[config.mk]
export PLATFORM = sky130hd
export DESIGN_NAME = write_back_stage
export DESIGN_NICKNAME = d
export VERILOG_FILES = /design/src/rtl/write_back_stage.sv
export SDC_FILE = /design/constraint.sdc
export NUM_CORES = 1
export LEC_CHECK = 0
export CORE_UTILIZATION = 40
export DETAILED_ROUTE_END_ITERATION = 10
export HOLD_SLACK_MARGIN = 0.03
export PLACE_DENSITY = 0.66
export SLEW_MARGIN = 20
export SYNTH_ARGS = -nofsm -noshare
export SYNTH_HDL_FRONTEND = slang
export SYNTH_SLANG_ARGS = --single-unit
[constraint.sdc]
create_clock -name clk -period 1.7 [get_ports clk]
set_clock_uncertainty 0.1 [all_clocks]
set_input_delay 0.17 -clock clk [delete_from_list [all_inputs] [get_ports clk]]
set_output_delay 0.17 -clock clk [all_outputs]
set_load 0.01 [all_outputs]
[src/rtl/write_back_stage.sv]
// Write-back stage: selects the write-back value, owns the register file with
// write-through read ports, and reassembles popped PC words / restores CCR.
module write_back_stage #(
    parameter int DATA_W   = 16,
    parameter int ADDR_W   = 3,
    parameter int NUM_REGS = 8,
    parameter int PC_W     = 32,
    parameter int CCR_W    = 3
) (
    input  logic              clk,
    input  logic              rst_n,
    input  logic [DATA_W-1:0] dataFromMemory_WB,
    input  logic [DATA_W-1:0] MEMWB_ALU_result_wB,
    input  logic [ADDR_W-1:0] MEMWB_Rdst_address_WB,
    input  logic              MEMWB_memRead_WB,
    input  logic              MEMWB_WB,
    input  logic              Pop_WB,
    input  logic              popPc_WB,
    input  logic              popCCR_WB,
    input  logic [ADDR_W-1:0] Rsrc1_address,
    input  logic [ADDR_W-1:0] Rsrc2_address,
    output logic [DATA_W-1:0] Rsrc1_data,
    output logic [DATA_W-1:0] Rsrc2_data,
    output logic [DATA_W-1:0] wb_data,
    output logic              pc_load,
    output logic [PC_W-1:0]   pc_value,
    output logic              pc_pop_pending,
    output logic              ccr_load,
    output logic [CCR_W-1:0]  ccr_value
);

    typedef enum logic {IDLE, HI_HELD} pc_state_t;

    pc_state_t         state, state_next;
    logic [DATA_W-1:0] regs [NUM_REGS];
    logic [DATA_W-1:0] pc_hi;
    logic              wr_en;
    logic              capture_hi;
    logic              complete_pc;
    logic              pop_unused;

    // The pop flag only qualifies stack traffic upstream; nothing here depends on it.
    assign pop_unused = Pop_WB;

    assign wb_data = MEMWB_memRead_WB ? dataFromMemory_WB : MEMWB_ALU_result_wB;
    assign wr_en   = MEMWB_WB && !popPc_WB && !popCCR_WB;

    always_ff @(posedge clk) begin
        if (!rst_n) begin
            regs <= '{default: '0};
        end else if (wr_en) begin
            regs[MEMWB_Rdst_address_WB] <= wb_data;
        end
    end

    always_comb begin
        Rsrc1_data = regs[Rsrc1_address];
        Rsrc2_data = regs[Rsrc2_address];
        if (wr_en && (MEMWB_Rdst_address_WB == Rsrc1_address)) Rsrc1_data = wb_data;
        if (wr_en && (MEMWB_Rdst_address_WB == Rsrc2_address)) Rsrc2_data = wb_data;
    end

    always_ff @(posedge clk) begin
        if (!rst_n) state <= IDLE;
        else        state <= state_next;
    end

    always_comb begin
        state_next  = state;
        capture_hi  = 1'b0;
        complete_pc = 1'b0;
        case (state)
            IDLE: begin
                if (popPc_WB) begin
                    capture_hi = 1'b1;
                    state_next = HI_HELD;
                end
            end
            HI_HELD: begin
                if (popPc_WB) begin
                    complete_pc = 1'b1;
                    state_next  = IDLE;
                end
            end
            default: state_next = IDLE;
        endcase
    end

    assign pc_pop_pending = (state == HI_HELD);

    always_ff @(posedge clk) begin
        if (!rst_n) begin
            pc_hi     <= '0;
            pc_value  <= '0;
            pc_load   <= 1'b0;
            ccr_value <= '0;
            ccr_load  <= 1'b0;
        end else begin
            pc_load  <= complete_pc;
            ccr_load <= popCCR_WB;
            if (capture_hi)  pc_hi    <= wb_data;
            if (complete_pc) pc_value <= {pc_hi, wb_data};
            if (popCCR_WB)   ccr_value <= wb_data[CCR_W-1:0];
        end
    end

endmodule
==> impl_metrics.env, run 1 <==
export IMPL_grt_overflow=0
export IMPL_pwr_density_cell_nw_per_um2=771
export IMPL_grt_usage=0.236
export IMPL_tightest_slew_ps=323
export IMPL_antenna_found_initial=0
export IMPL_hold_class="in -> reg"
export IMPL_rsz0062_at_grt="yes"
export IMPL_drc_errors=0
export IMPL_final_hold_violation_count=0
export IMPL_port_buffers=132
export IMPL_synth_edf_count=0
export IMPL_setup_viol=32
export IMPL_cp_end_kind="output pin"
export IMPL_synthTopCellsByCount="182 x dfxtp_1, 163 x o211a_1, 128 x nand3_1, 96 x mux2i_1, 43 x mux4_2"
export IMPL_drt_initial_drc_count=801
export IMPL_detail_route_antenna_nets=0
export IMPL_synth_area_sq_um=9830
export IMPL_finalPower_w=0.00992
export IMPL_cts_max_level=4
export IMPL_viasPerCell=5.74
export IMPL_met2_usage=0.361
export IMPL_fin_area_sq_um=12900
export IMPL_gr_max_usage_layer="met2"
export IMPL_critPathMaxStageDelay_ps=470
export IMPL_setup_ws_ps=-367
export IMPL_die_area_sq_um=25200
export IMPL_synth_top_cell_area_share=0.371
export IMPL_start_kind="register"
export IMPL_cts_buffers=17
export IMPL_grt_pass1_vias=7669
export IMPL_routed_wl_microns=29600
export IMPL_slew_violations=0
export IMPL_yosysTopAreaCell="dfxtp_1"
export IMPL_place_ws_ps=-675
export IMPL_synth_warnings=0
export IMPL_die_h_microns=159
export IMPL_stdcell_count=1388
export IMPL_grt_pass1_wl_microns=45500
export IMPL_syn_to_final_growth_pct=30.9
export IMPL_wire_per_inst_microns=21.4
export IMPL_path_cells="mux4_2, mux2i_2, buf_4, mux2i_1, buf_2"
export IMPL_max_slew_margin=0.785
export IMPL_path_clk_slew_ps=70
export IMPL_synthFlopType="dfxtp_1"
export IMPL_grt_met3_usage=0.0468
export IMPL_syn_area_per_cell_sq_um=11.6
export IMPL_ys_seq_area_frac=0.371
export IMPL_post_synth_top_count_cell="dfxtp_1"
export IMPL_peakVddDrop_mv=0.557
export IMPL_gp_congestion=0.834
export IMPL_clock_path_buffers=2
export IMPL_numClockSinks=182
export IMPL_post_route_period_util=1.22
export IMPL_violations="negative setup slack"
export IMPL_grt_max_degree=66
export IMPL_final_util=0.532
export IMPL_status="finished, violations left"
export IMPL_core_sq_um=24200
export IMPL_cap_violations=0
export IMPL_synth_async_reset_ratio=0
export IMPL_clock_fmax_mhz=484
export IMPL_drive_gt1_frac=0.362
export IMPL_dp_hpwl_microns=20800
export IMPL_dieWidth_microns=159
export IMPL_antenna_cells=0
export IMPL_cts_tree="yes"
export IMPL_cp_arrival_ps=1800
export IMPL_ioPinCount=134
export IMPL_p_leak_nw=6.98
export IMPL_place_area_sq_um=12200
export IMPL_yosys_top_cells_area="dfxtp_1 37%, o211a_1 17%, mux4_2 9.9%"
export IMPL_synth_nets=894
export IMPL_start_util=0.407
export IMPL_met1_usage=0.327
export IMPL_num_vias=7964
export IMPL_final_net_count=1102
export IMPL_cts_root_buf="clkbuf_16"
export IMPL_crit_family="multiplexers"
export IMPL_criticalPathCategory="reg -> out"
export IMPL_critPathBufInv=2
export IMPL_period_needed_ps=2070
export IMPL_placementRows=57
export IMPL_slowest_stage="mux4_2"
export IMPL_clk_insertion_delay_late_ps=430
export IMPL_dp_cells=1337
export IMPL_synthCells=844
export IMPL_dr_pass1_iters=6
export IMPL_ys_ff_latch=182
export IMPL_critPathMaxFanout=3
export IMPL_synthDistinctLibCells=26
export IMPL_required_ps=1430
-- final cells by class --
cell class / count / area, sq um
fillers: 2092 / 11300
inverters: 17 / 63.8
clock buffers: 21 / 460
clock inverters: 10 / 98.8
multi-input cells: 530 / 5340
repair buffers: 304 / 2790
flip-flops and latches: 182 / 3700
well taps: 324 / 405
-- worst register-to-register path, stage by stage (launching register included) --
cell,delay [ps]
dfxtp_1,380
ha_2,270
buf_12,190
mux2i_1,200
nor2b_1,60
-- per-layer routing --
layer | wire (microns) | vias to the layer above
li1 | - | 3615
met1 | 13300 | 3981
met2 | 13900 | 335
met3 | 1960 | 33
met4 | 531 | 0
met5 | 0 | -
-- final timing paths --
kind / from / end / slack, ps / cells after the start
worst max-delay path: regs[1] / Rsrc2_data[1] / -370 / 5
worst max register to register: pc_pop_pending / pc_value[24] / 380 / 4
worst min register to register: pc_value[5] / pc_value[5] / 380 / 1
worst min-delay path: popCCR_WB / ccr_value[2] / 160 / 3
-- registers in the layout, indices dropped and copies added (netlist names) --
| register | count |
|---|---|
| regs | 128 |
| pc_value | 32 |
| pc_pop_pending | 1 |
| pc_hi | 16 |
| ccr_value | 3 |
| pc_load | 1 |
| ccr_load | 1 |
-- kinds of logic after synthesis --
family / after synthesis / synth area share
muxes: 160 / 0.252
xor gates and xnor gates: 6 / 0.00535
buffers and inverters: 132 / 0.0944
adders and majority gates: 2 / 0.00255
AOI/OAI and AO/OA: 163 / 0.166
DFF: 182 / 0.371
and+or+nand+nor: 199 / 0.109
-- stage by stage --
step | hold slack (ps) | TNS [ps]
floorplan | 258 | 0
global placement | 362 | -70050
detailed placement | 371 | -70330
CTS | 272 | -9040
global route | 164 | -10420
finish | 158 | -8630
-- power by group --
| group | switching, W | internal [W] | total [W] |
|---|---|---|---|
| clock | 0.00173 | 0.00210 | 0.00383 |
| combinational | 0.000806 | 0.000818 | 0.00162 |
| sequential | 0.0000740 | 0.00439 | 0.00446 |
-- cells in the final DEF (no fill, tap or decap), types with 2 or more instances in the layout --
cell             Yosys  final
dfxtp_1            182    133
dfxtp_2              0     49
and2_1               9      9
clkbuf_8             1      2
dlymetal6s2s_1       0      3
mux2i_2              0     16
buf_6               38      3
clkinvlp_4           0      5
inv_1               17     17
inv_6                0      2
mux4_1              21      2
nand2_1             35     35
dlygate4sd2_1        0     16
nor2b_2              0      2
and2_2               2      2
nand3_1            128    128
xnor2_2              0      5
o211a_1            163    163
clkbuf_16            0     18
nand4_4              2      2
buf_12               1     28
clkbuf_1            28      2
buf_4               20    140
mux4_2              43     62
buf_2               19     36
mux2i_1             96     76
nor2b_1             19     17
mux2i_4              0      4
clkdlybuf4s50_1      0     75
-- timing repair --
item	CTS	global route
gates cloned	0	1
setup endpoints to repair	48	36
hold endpoints to repair	5	0
hold buffers	1	0
gates resized for setup	222	29
buffers inserted	16	3
pin swaps	1	2
Note: power is estimated with default switching activity, not from simulation.
==> inputs of run 2 (changes only) <==
--- a/config.mk
+++ b/config.mk
@@ -5,10 +5,13 @@
 export SDC_FILE = /design/constraint.sdc
 export NUM_CORES = 1
 export LEC_CHECK = 0
+export CAP_MARGIN = 20
+export CELL_PAD_IN_SITES_DETAIL_PLACEMENT = 1
+export CELL_PAD_IN_SITES_GLOBAL_PLACEMENT = 1
 export CORE_UTILIZATION = 40
 export DETAILED_ROUTE_END_ITERATION = 10
 export HOLD_SLACK_MARGIN = 0.03
-export PLACE_DENSITY = 0.66
+export PLACE_DENSITY = 0.79
 export SLEW_MARGIN = 20
 export SYNTH_ARGS = -nofsm -noshare
 export SYNTH_HDL_FRONTEND = slang
==> run 2 against run 1 <==
  * Sequential power about the same
  * Critical path depth unchanged
  * Final cell count increased by 0.50%
  * Clock-buffer cell count decreased by 4
  * Highest routed layer unchanged
  * The run still ends with negative setup slack left
  * Largest cell class unchanged
==> impl_metrics.env, run 2 (synthesized netlist as in run 1, its figures left out) <==
export IMPL_critPathMaxFanout=3
export IMPL_dieWidth_microns=159
export IMPL_dp_hpwl_microns=24000
export IMPL_hold_path_end="regs[3]"
export IMPL_status="finished, violations left"
export IMPL_wire_per_inst_microns=26.2
export IMPL_finalSetupTns_ps=-9820
export IMPL_path_cells="mux4_2, mux2i_1, buf_4, mux2i_1, buf_2"
export IMPL_ioPinCount=134
export IMPL_setup_viol=32
export IMPL_final_seq_area_sq_um=3730
export IMPL_fin_hold_ws_ps=112
export IMPL_regMostFlops="regs"
export IMPL_gp_congestion=0.842
export IMPL_port_buffers=132
export IMPL_switchingPower_w=0.00280
export IMPL_p_leak_nw=7.04
export IMPL_grt_pass1_vias=9007
export IMPL_ff2ff_path_depth=4
export IMPL_p_comb_frac=0.163
export IMPL_r2r_start="pc_pop_pending"
export IMPL_start_kind="register"
export IMPL_numClockSinks=182
export IMPL_clock_path_buffers=2
export IMPL_cts_tree="yes"
export IMPL_detail_route_antenna_nets=0
export IMPL_viasPerCell=6.19
export IMPL_pwr_share_clk=0.404
export IMPL_grt_max_degree=35
export IMPL_rsz0062_at_grt="yes"
export IMPL_cp_end_kind="output pin"
export IMPL_max_slew_margin=0.674
export IMPL_grt_usage=0.288
export IMPL_cp_arrival_ps=1810
export IMPL_hold_buffers=0
export IMPL_cts_root_buf="clkbuf_16"
export IMPL_path_clk_slew_ps=70
export IMPL_grt_overflow=0
export IMPL_slowest_stage="mux4_2"
export IMPL_holdCritStartpoint="rst_n"
export IMPL_cts_buffers=17
export IMPL_min_path_cells=2
export IMPL_hold_class="in -> reg"
export IMPL_clock_fmax_mhz=481
export IMPL_placementRows=57
export IMPL_crit_family="multiplexers"
export IMPL_p_int_w=0.00752
export IMPL_cts_max_level=4
export IMPL_nFillCells=2523
export IMPL_dr_pass1_iters=5
export IMPL_grt_pass1_wl_microns=55600
export IMPL_critPathMostFrequentCell="mux2i_1"
export IMPL_start_util=0.407
export IMPL_worstReg2RegEnd="pc_value[26]"
export IMPL_largest_registers="regs (128), pc_value (32), pc_hi (16)"
export IMPL_multi_input_area_sq_um=5370
export IMPL_final_net_count=1108
export IMPL_routed_wl_microns=36500
export IMPL_final_common_cell="o211a_1"
export IMPL_antenna_cells=0
export IMPL_drc_errors=0
export IMPL_critPathBufInv=2
export IMPL_syn_to_final_growth_pct=32.3
export IMPL_final_util=0.538
export IMPL_final_hold_violation_count=0
export IMPL_drt_initial_drc_count=1083
export IMPL_post_route_period_util=1.22
export IMPL_peakVddDrop_mv=0.554
export IMPL_drive_gt1_frac=0.387
export IMPL_cap_violations=0
export IMPL_clk_insertion_delay_late_ps=440
export IMPL_required_ps=1430
export IMPL_antenna_found_initial=0
export IMPL_tightest_slew_ps=489
export IMPL_core_sq_um=24200
export IMPL_setup_ws_ps=-378
export IMPL_swShare=0.271
export IMPL_violations="negative setup slack"
export IMPL_die_h_microns=159
export IMPL_die_area_sq_um=25200
export IMPL_period_needed_ps=2080
export IMPL_num_vias=8631
export IMPL_seqPwrFrac=0.433
export IMPL_most_common_layout_cells="163 x o211a_1, 147 x buf_4, 128 x nand3_1, 115 x dfxtp_1, 76 x mux2i_1"
export IMPL_largest_reg_flops=128
export IMPL_criticalPathCategory="reg -> out"
export IMPL_slew_violations=0
export IMPL_reg2reg_setup_slack_ps=340
export IMPL_critPathMaxStageDelay_ps=480
export IMPL_cp_depth=5
export IMPL_pwr_density_cell_nw_per_um2=793
-- run 2: changes by cell type in the layout (fill, tap and decap cells not counted), moves of 3 or more --
cell,change
dfxtp_2,+17
clkdlybuf4s50_1,-3
buf_4,+7
clkinv_2,+3
dlygate4sd2_1,+5
dfxtp_1,-18
-- run 2: layer usage --
layer,vias to the layer above,share of wire,global-route usage
li1,3628,-,-
met1,4363,0.40,0.361
met2,513,0.47,0.467
met3,127,0.084,0.0718
met4,0,0.044,0.132
met5,-,0,0
-- run 2: what timing repair did --
item                                    in CTS  in global routing
buffers inserted                            13                  5
gates cloned                                 2                  0
pin swaps                                    6                  0
endpoints found under the setup margin      48                 33
resized for setup                          258                 23
-- run 2: cell type report --
cell class | count | share of cell area
inverters | 17 | 0.00491
well taps | 324 | 0.0312
repair buffers | 310 | 0.219
clock buffers | 17 | 0.0327
clock inverters | 15 | 0.0135
flip-flops and latches | 182 | 0.287
multi-input cells | 530 | 0.412
-- run 2: worst reg2reg max path, cell delays in order (launching register included) --
cell and delay [ps]:
dfxtp_1 380, ha_2 250, buf_12 210, mux2i_1 240, nor2b_1 60
-- run 2: power by group through the flow --
stage | logic (W) | registers (W) | clock network (W)
finish | 0.00168 | 0.00447 | 0.00417
global route | 0.00177 | 0.00448 | 0.00441
CTS | 0.00165 | 0.00447 | 0.00418
detailed placement | 0.00161 | 0.00456 | 0
global placement | 0.00157 | 0.00455 | 0
floorplan | 0.000801 | 0.00456 | 0
-- run 2: worst max-delay path by stage --
stage	from	endpoint	slack (ps)
2_1_floorplan	pc_pop_pending	pc_value[3]	100
3_3_place_gp	popCCR_WB	Rsrc1_data[12]	-610
5_1_grt	regs[3]	Rsrc2_data[3]	-440
3_5_place_dp	MEMWB_Rdst_address_WB[2]	Rsrc2_data[8]	-780
4_1_cts	regs[5]	Rsrc1_data[5]	-360
6_report	regs[99]	Rsrc2_data[3]	-380
-- run 2: metrics by stage --
step | worst slack [ps] | total power, W | cells | cell area (sq um)
6_report | -378 | 0.0103 | 1395 | 13000
5_1_grt | -439 | 0.0107 | 1395 | 13000
4_1_cts | -356 | 0.0103 | 1390 | 12900
3_5_place_dp | -777 | 0.00617 | 1343 | 12200
3_3_place_gp | -611 | 0.00612 | 1343 | 12200
2_1_floorplan | 96.7 | 0.00536 | 844 | 9830
==> inputs of run 3 (changes only) <==
==> constraint.sdc (replaced) <==
create_clock -name clk -period 2.4 [get_ports clk]
set_clock_uncertainty 0.1 [all_clocks]
set_input_delay 0.24 -clock clk [delete_from_list [all_inputs] [get_ports clk]]
set_output_delay 0.24 -clock clk [all_outputs]
set_load 0.01 [all_outputs]
==> run 3 against run 2 <==
  * The run now ends clean
  * Die area unchanged
  * Core utilization decreased by 2.9 points
  * Sequential power decreased by 29%
  * Clock-buffer cell count increased by 5
  * Critical path depth increased by 1
==> impl_metrics.env, run 3 (synthesized netlist as in run 1, its figures left out) <==
export IMPL_gp_congestion=0.805
export IMPL_r2r_start="pc_pop_pending"
export IMPL_largest_reg_flops=128
export IMPL_core_sq_um=24200
export IMPL_hold_class="in -> reg"
export IMPL_gr_max_usage_layer="met2"
export IMPL_peakVddDrop_mv=0.448
export IMPL_tightest_slew_ps=478
export IMPL_slew_violations=0
export IMPL_grt_max_degree=60
export IMPL_fin_area_sq_um=12300
export IMPL_slowest_stage="clkdlybuf4s50_1"
export IMPL_viasPerCell=6.03
export IMPL_cts_root_buf="clkbuf_16"
export IMPL_status="completed"
export IMPL_nFillCells=2533
export IMPL_cp_end_kind="output pin"
export IMPL_p_leak_nw=6.84
export IMPL_pwr_density_cell_nw_per_um2=567
export IMPL_dp_hpwl_microns=21800
export IMPL_clock_path_buffers=2
export IMPL_path_cells="clkdlybuf4s50_1, buf_12, mux2i_1, buf_4, inv_1, clkdlybuf4s50_1"
export IMPL_setup_viol=0
export IMPL_met1_usage=0.331
export IMPL_drc_errors=0
export IMPL_grt_pass1_vias=8356
export IMPL_start_kind="primary input"
export IMPL_grt_overflow=0
export IMPL_final_hold_violation_count=0
export IMPL_met2_usage=0.408
export IMPL_finalPower_w=0.00698
export IMPL_syn_to_final_growth_pct=25.1
export IMPL_cts_max_level=4
export IMPL_ioPinCount=134
export IMPL_finalSetupTns_ps=0
export IMPL_port_buffers=132
export IMPL_period_needed_ps=2350
export IMPL_placementRows=57
export IMPL_start_util=0.407
export IMPL_antenna_found_initial=0
export IMPL_path_clk_slew_ps=70
export IMPL_cts_buffers=17
export IMPL_final_net_count=1043
export IMPL_holdCritStartpoint="rst_n"
export IMPL_drive_gt1_frac=0.210
export IMPL_post_route_period_util=0.978
export IMPL_wire_per_inst_microns=23.7
export IMPL_dr_pass1_iters=5
export IMPL_detail_route_antenna_nets=0
export IMPL_critPathMostFrequentCell="clkdlybuf4s50_1"
export IMPL_clock_fmax_mhz=426
export IMPL_cap_violations=0
export IMPL_num_vias=8014
export IMPL_max_slew_margin=0.681
export IMPL_routed_wl_microns=31600
export IMPL_cp_arrival_ps=2010
export IMPL_largest_registers="regs (128), pc_value (32), pc_hi (16)"
export IMPL_clk_insertion_delay_late_ps=420
export IMPL_antenna_cells=0
export IMPL_numClockSinks=182
export IMPL_place_area_sq_um=11700
export IMPL_grt_usage=0.252
export IMPL_die_area_sq_um=25200
export IMPL_grt_met3_usage=0.0509
export IMPL_critPathMaxStageDelay_ps=510
export IMPL_crit_start="MEMWB_memRead_WB"
export IMPL_grt_pass1_wl_microns=49100
export IMPL_hold_buffers=0
export IMPL_dieWidth_microns=159
export IMPL_final_common_cell="dfxtp_1"
export IMPL_drt_initial_drc_count=781
export IMPL_required_ps=2060
export IMPL_most_common_layout_cells="182 x dfxtp_1, 163 x o211a_1, 128 x nand3_1, 100 x buf_4, 93 x clkdlybuf4s50_1"
export IMPL_rsz0062_at_grt="yes"
export IMPL_critPathMaxFanout=16
export IMPL_cts_tree="yes"
export IMPL_criticalPathCategory="in -> out"
export IMPL_regMostFlops="regs"
export IMPL_die_h_microns=159
-- run 3: worst max-delay path: cells and delay by family --
family	cells	cell delay (ps)
buffers and inverters	5	1450
muxes	1	300
-- run 3: final timing paths --
check,end,slack (ps),depth (start not counted)
max,wb_data[5],50,6
min,regs[97],200,2
max reg2reg,pc_value[30],1040,4
min reg2reg,pc_value[8],380,1
-- run 3: final cells by class --
type	count	area [sq um]	area share
Clock buffer	22	474	0.0386
Clock inverter	9	97.6	0.00794
Inverter	17	63.8	0.00519
Multi-Input combinational cell	530	5320	0.433
Sequential cell	182	3640	0.296
Tap cell	324	405	0.0330
Timing Repair Buffer	245	2290	0.186
-- run 3: routing by layer --
| layer | vias to the layer above | share of wire |
|---|---|---|
| li1 | 3514 | - |
| met1 | 4122 | 0.44 |
| met2 | 317 | 0.47 |
| met3 | 61 | 0.067 |
| met4 | 0 | 0.027 |
| met5 | - | 0 |
-- run 3: timing repair --
action | 4_1_cts | 5_1_grt
resized for setup | 38 | 6
buffers inserted | 1 | 0
endpoints found under the setup margin | 32 | 4
gates cloned | 0 | 0
pin swaps | 1 | 0
-- run 3: stage by stage --
| step | utilization | std cells | setup slack (ps) | hold slack [ps] |
|---|---|---|---|---|
| after floorplan | - | 844 | 710 | 328 |
| final | 0.509 | 1329 | 51.8 | 200 |
| after global routing | 0.509 | 1329 | -14.4 | 202 |
| after global placement | 0.484 | 1297 | -151 | 360 |
| after detailed placement | 0.484 | 1297 | -156 | 366 |
| after CTS | 0.508 | 1329 | 5.18 | 190 |
-- run 3: power breakdown --
part	internal [W]	switching, W	total [W]
logic	0.000507	0.000558	0.00106
clock network	0.00152	0.00123	0.00275
registers	0.00311	0.0000546	0.00316
total	0.00513	0.00185	0.00698
==> RTL change (flow settings as in run 1) <==
The parameter `CCR_W` goes from 3 to 4.
--- a/src/rtl/write_back_stage.sv
+++ b/src/rtl/write_back_stage.sv
@@ -5,7 +5,7 @@
     parameter int ADDR_W   = 3,
     parameter int NUM_REGS = 8,
     parameter int PC_W     = 32,
-    parameter int CCR_W    = 3
+    parameter int CCR_W    = 4
 ) (
     input  logic              clk,
     input  logic              rst_n,
Interface: changed (resized ccr_value); port bits go from 134 to 135. The function was not compared with the original's and may differ.
==> RTL change against run 1 <==
  * The run still ends with negative setup slack left
  * Routed wire length shrank 4.6%
  * Sequential cell count rose by 1
  * Combinational power is essentially flat
  * Setup slack improved by 0.0068 ns
  * Area after synthesis decreased by 3.2%
  * Total power is 2.2% higher
  * Design area shrank 0.83%
  * Sequential share of layout area rose by 0.32 points
==> RTL change: results (changes against run 1) <==
<table>
<tr><th>Metric</th><th>Value</th></tr>
<tr><th colspan="2">Status</th></tr>
<tr><td>Result of the run</td><td>finished with violations</td></tr>
<tr><td>Violations in the final reports</td><td>negative setup slack</td></tr>
<tr><th colspan="2">Power</th></tr>
<tr><td>Comb pwr share</td><td>0.159 (-0.005)</td></tr>
<tr><td>Cell leakage power</td><td>6.88 nW (-1.5%)</td></tr>
<tr><td>Internal Power</td><td>7.58 mW (+3.8%)</td></tr>
<tr><th colspan="2">Synthesis</th></tr>
<tr><td>XOR/XNOR share of the synthesized area</td><td>0.00552 (+0.000179)</td></tr>
<tr><td>Share of cell area taken by muxes after synthesis</td><td>0.253 (about the same)</td></tr>
<tr><td>Post-synthesis adder-cell area fraction</td><td>0.00263 (+0.0000851)</td></tr>
<tr><td>Most used standard cells in the synthesized netlist</td><td>dfxtp_1, o211a_1, nand3_1, mux2i_1, mux4_2</td></tr>
<tr><td>Unique masters post-synth</td><td>21 (-19%)</td></tr>
<tr><td>Synthesized-area fraction occupied by ao, oa, aoi and oai cells</td><td>0.173 (+0.00660)</td></tr>
<tr><td>Proportion of synthesized chip area in sequential cells</td><td>0.385 (+0.0145)</td></tr>
<tr><td>Synth top area cells</td><td>dfxtp_1, o211a_1, mux4_2</td></tr>
<tr><th colspan="2">Placement</th></tr>
<tr><td>Dpl cells</td><td>1317 (-1.5%)</td></tr>
<tr><td>HPWL reported at the end of detailed placement</td><td>19900 um (-4.3%)</td></tr>
<tr><th colspan="2">Clocking</th></tr>
<tr><td>Cells resized by post-CTS repair</td><td>205 (-7.7%)</td></tr>
<tr><th colspan="2">Detailed routing</th></tr>
<tr><td>Number of iterations in the first detailed-routing pass</td><td>8 (+2)</td></tr>
<tr><td>Average via count per standard cell</td><td>5.77 (+0.53%)</td></tr>
<tr><td>Count of vias placed by the detailed router</td><td>7914 (-0.63%)</td></tr>
<tr><th colspan="2">STA</th></tr>
<tr><td>Number of setup violations in the final report</td><td>32 (unchanged)</td></tr>
<tr><td>Setup TNS</td><td>-9.10 ns (-0.464 ns)</td></tr>
<tr><td>Smallest setup slack after layout</td><td>-0.360 ns (+0.00682 ns)</td></tr>
<tr><th colspan="2">Global route</th></tr>
<tr><td>Pin count of the biggest net entering global routing</td><td>50 (-24%)</td></tr>
<tr><td>Vias in the first global route</td><td>7487 (-2.4%)</td></tr>
<tr><td>Gr usage total</td><td>0.238 (+0.00235)</td></tr>
<tr><th colspan="2">Setup path</th></tr>
<tr><td>Maximum single-stage delay on the critical path</td><td>0.52 ns (+0.05 ns)</td></tr>
<tr><th colspan="2">Layout</th></tr>
<tr><td>Fraction of layout cells with a size suffix above 1</td><td>0.348 (-0.0143)</td></tr>
</table>
==> RTL change: path summary, 6_finish.rpt <==
kind                                startpoint  slack (ns)  cells after the start       endpoint
worst min register to register     pc_value[9]        0.38                      1    pc_value[9]
worst max register to register  pc_pop_pending        0.38                      4   pc_value[25]
worst max-delay path                   regs[4]       -0.36                      4  Rsrc1_data[4]
worst min-delay path                     rst_n        0.09                      2    pc_value[2]
==> RTL change: cell type report <==
type                            count  area (um2)  share of cell area
Clock buffer                       19         443              0.0347
Clock inverter                     12         153              0.0120
Inverter                           17        63.8             0.00500
Multi-Input combinational cell    532        5320               0.417
Sequential cell                   183        3710               0.291
Tap cell                          319         399              0.0313
Timing Repair Buffer              290        2670               0.209
==> RTL change: layer usage <==
layer  vias up  global-route usage  part of all wire
met5         -                   0                 0
met4         0              0.0640             0.016
met3        26              0.0433             0.073
met2       326               0.361              0.45
met1      3961               0.345              0.46
li1       3601                   -                 -
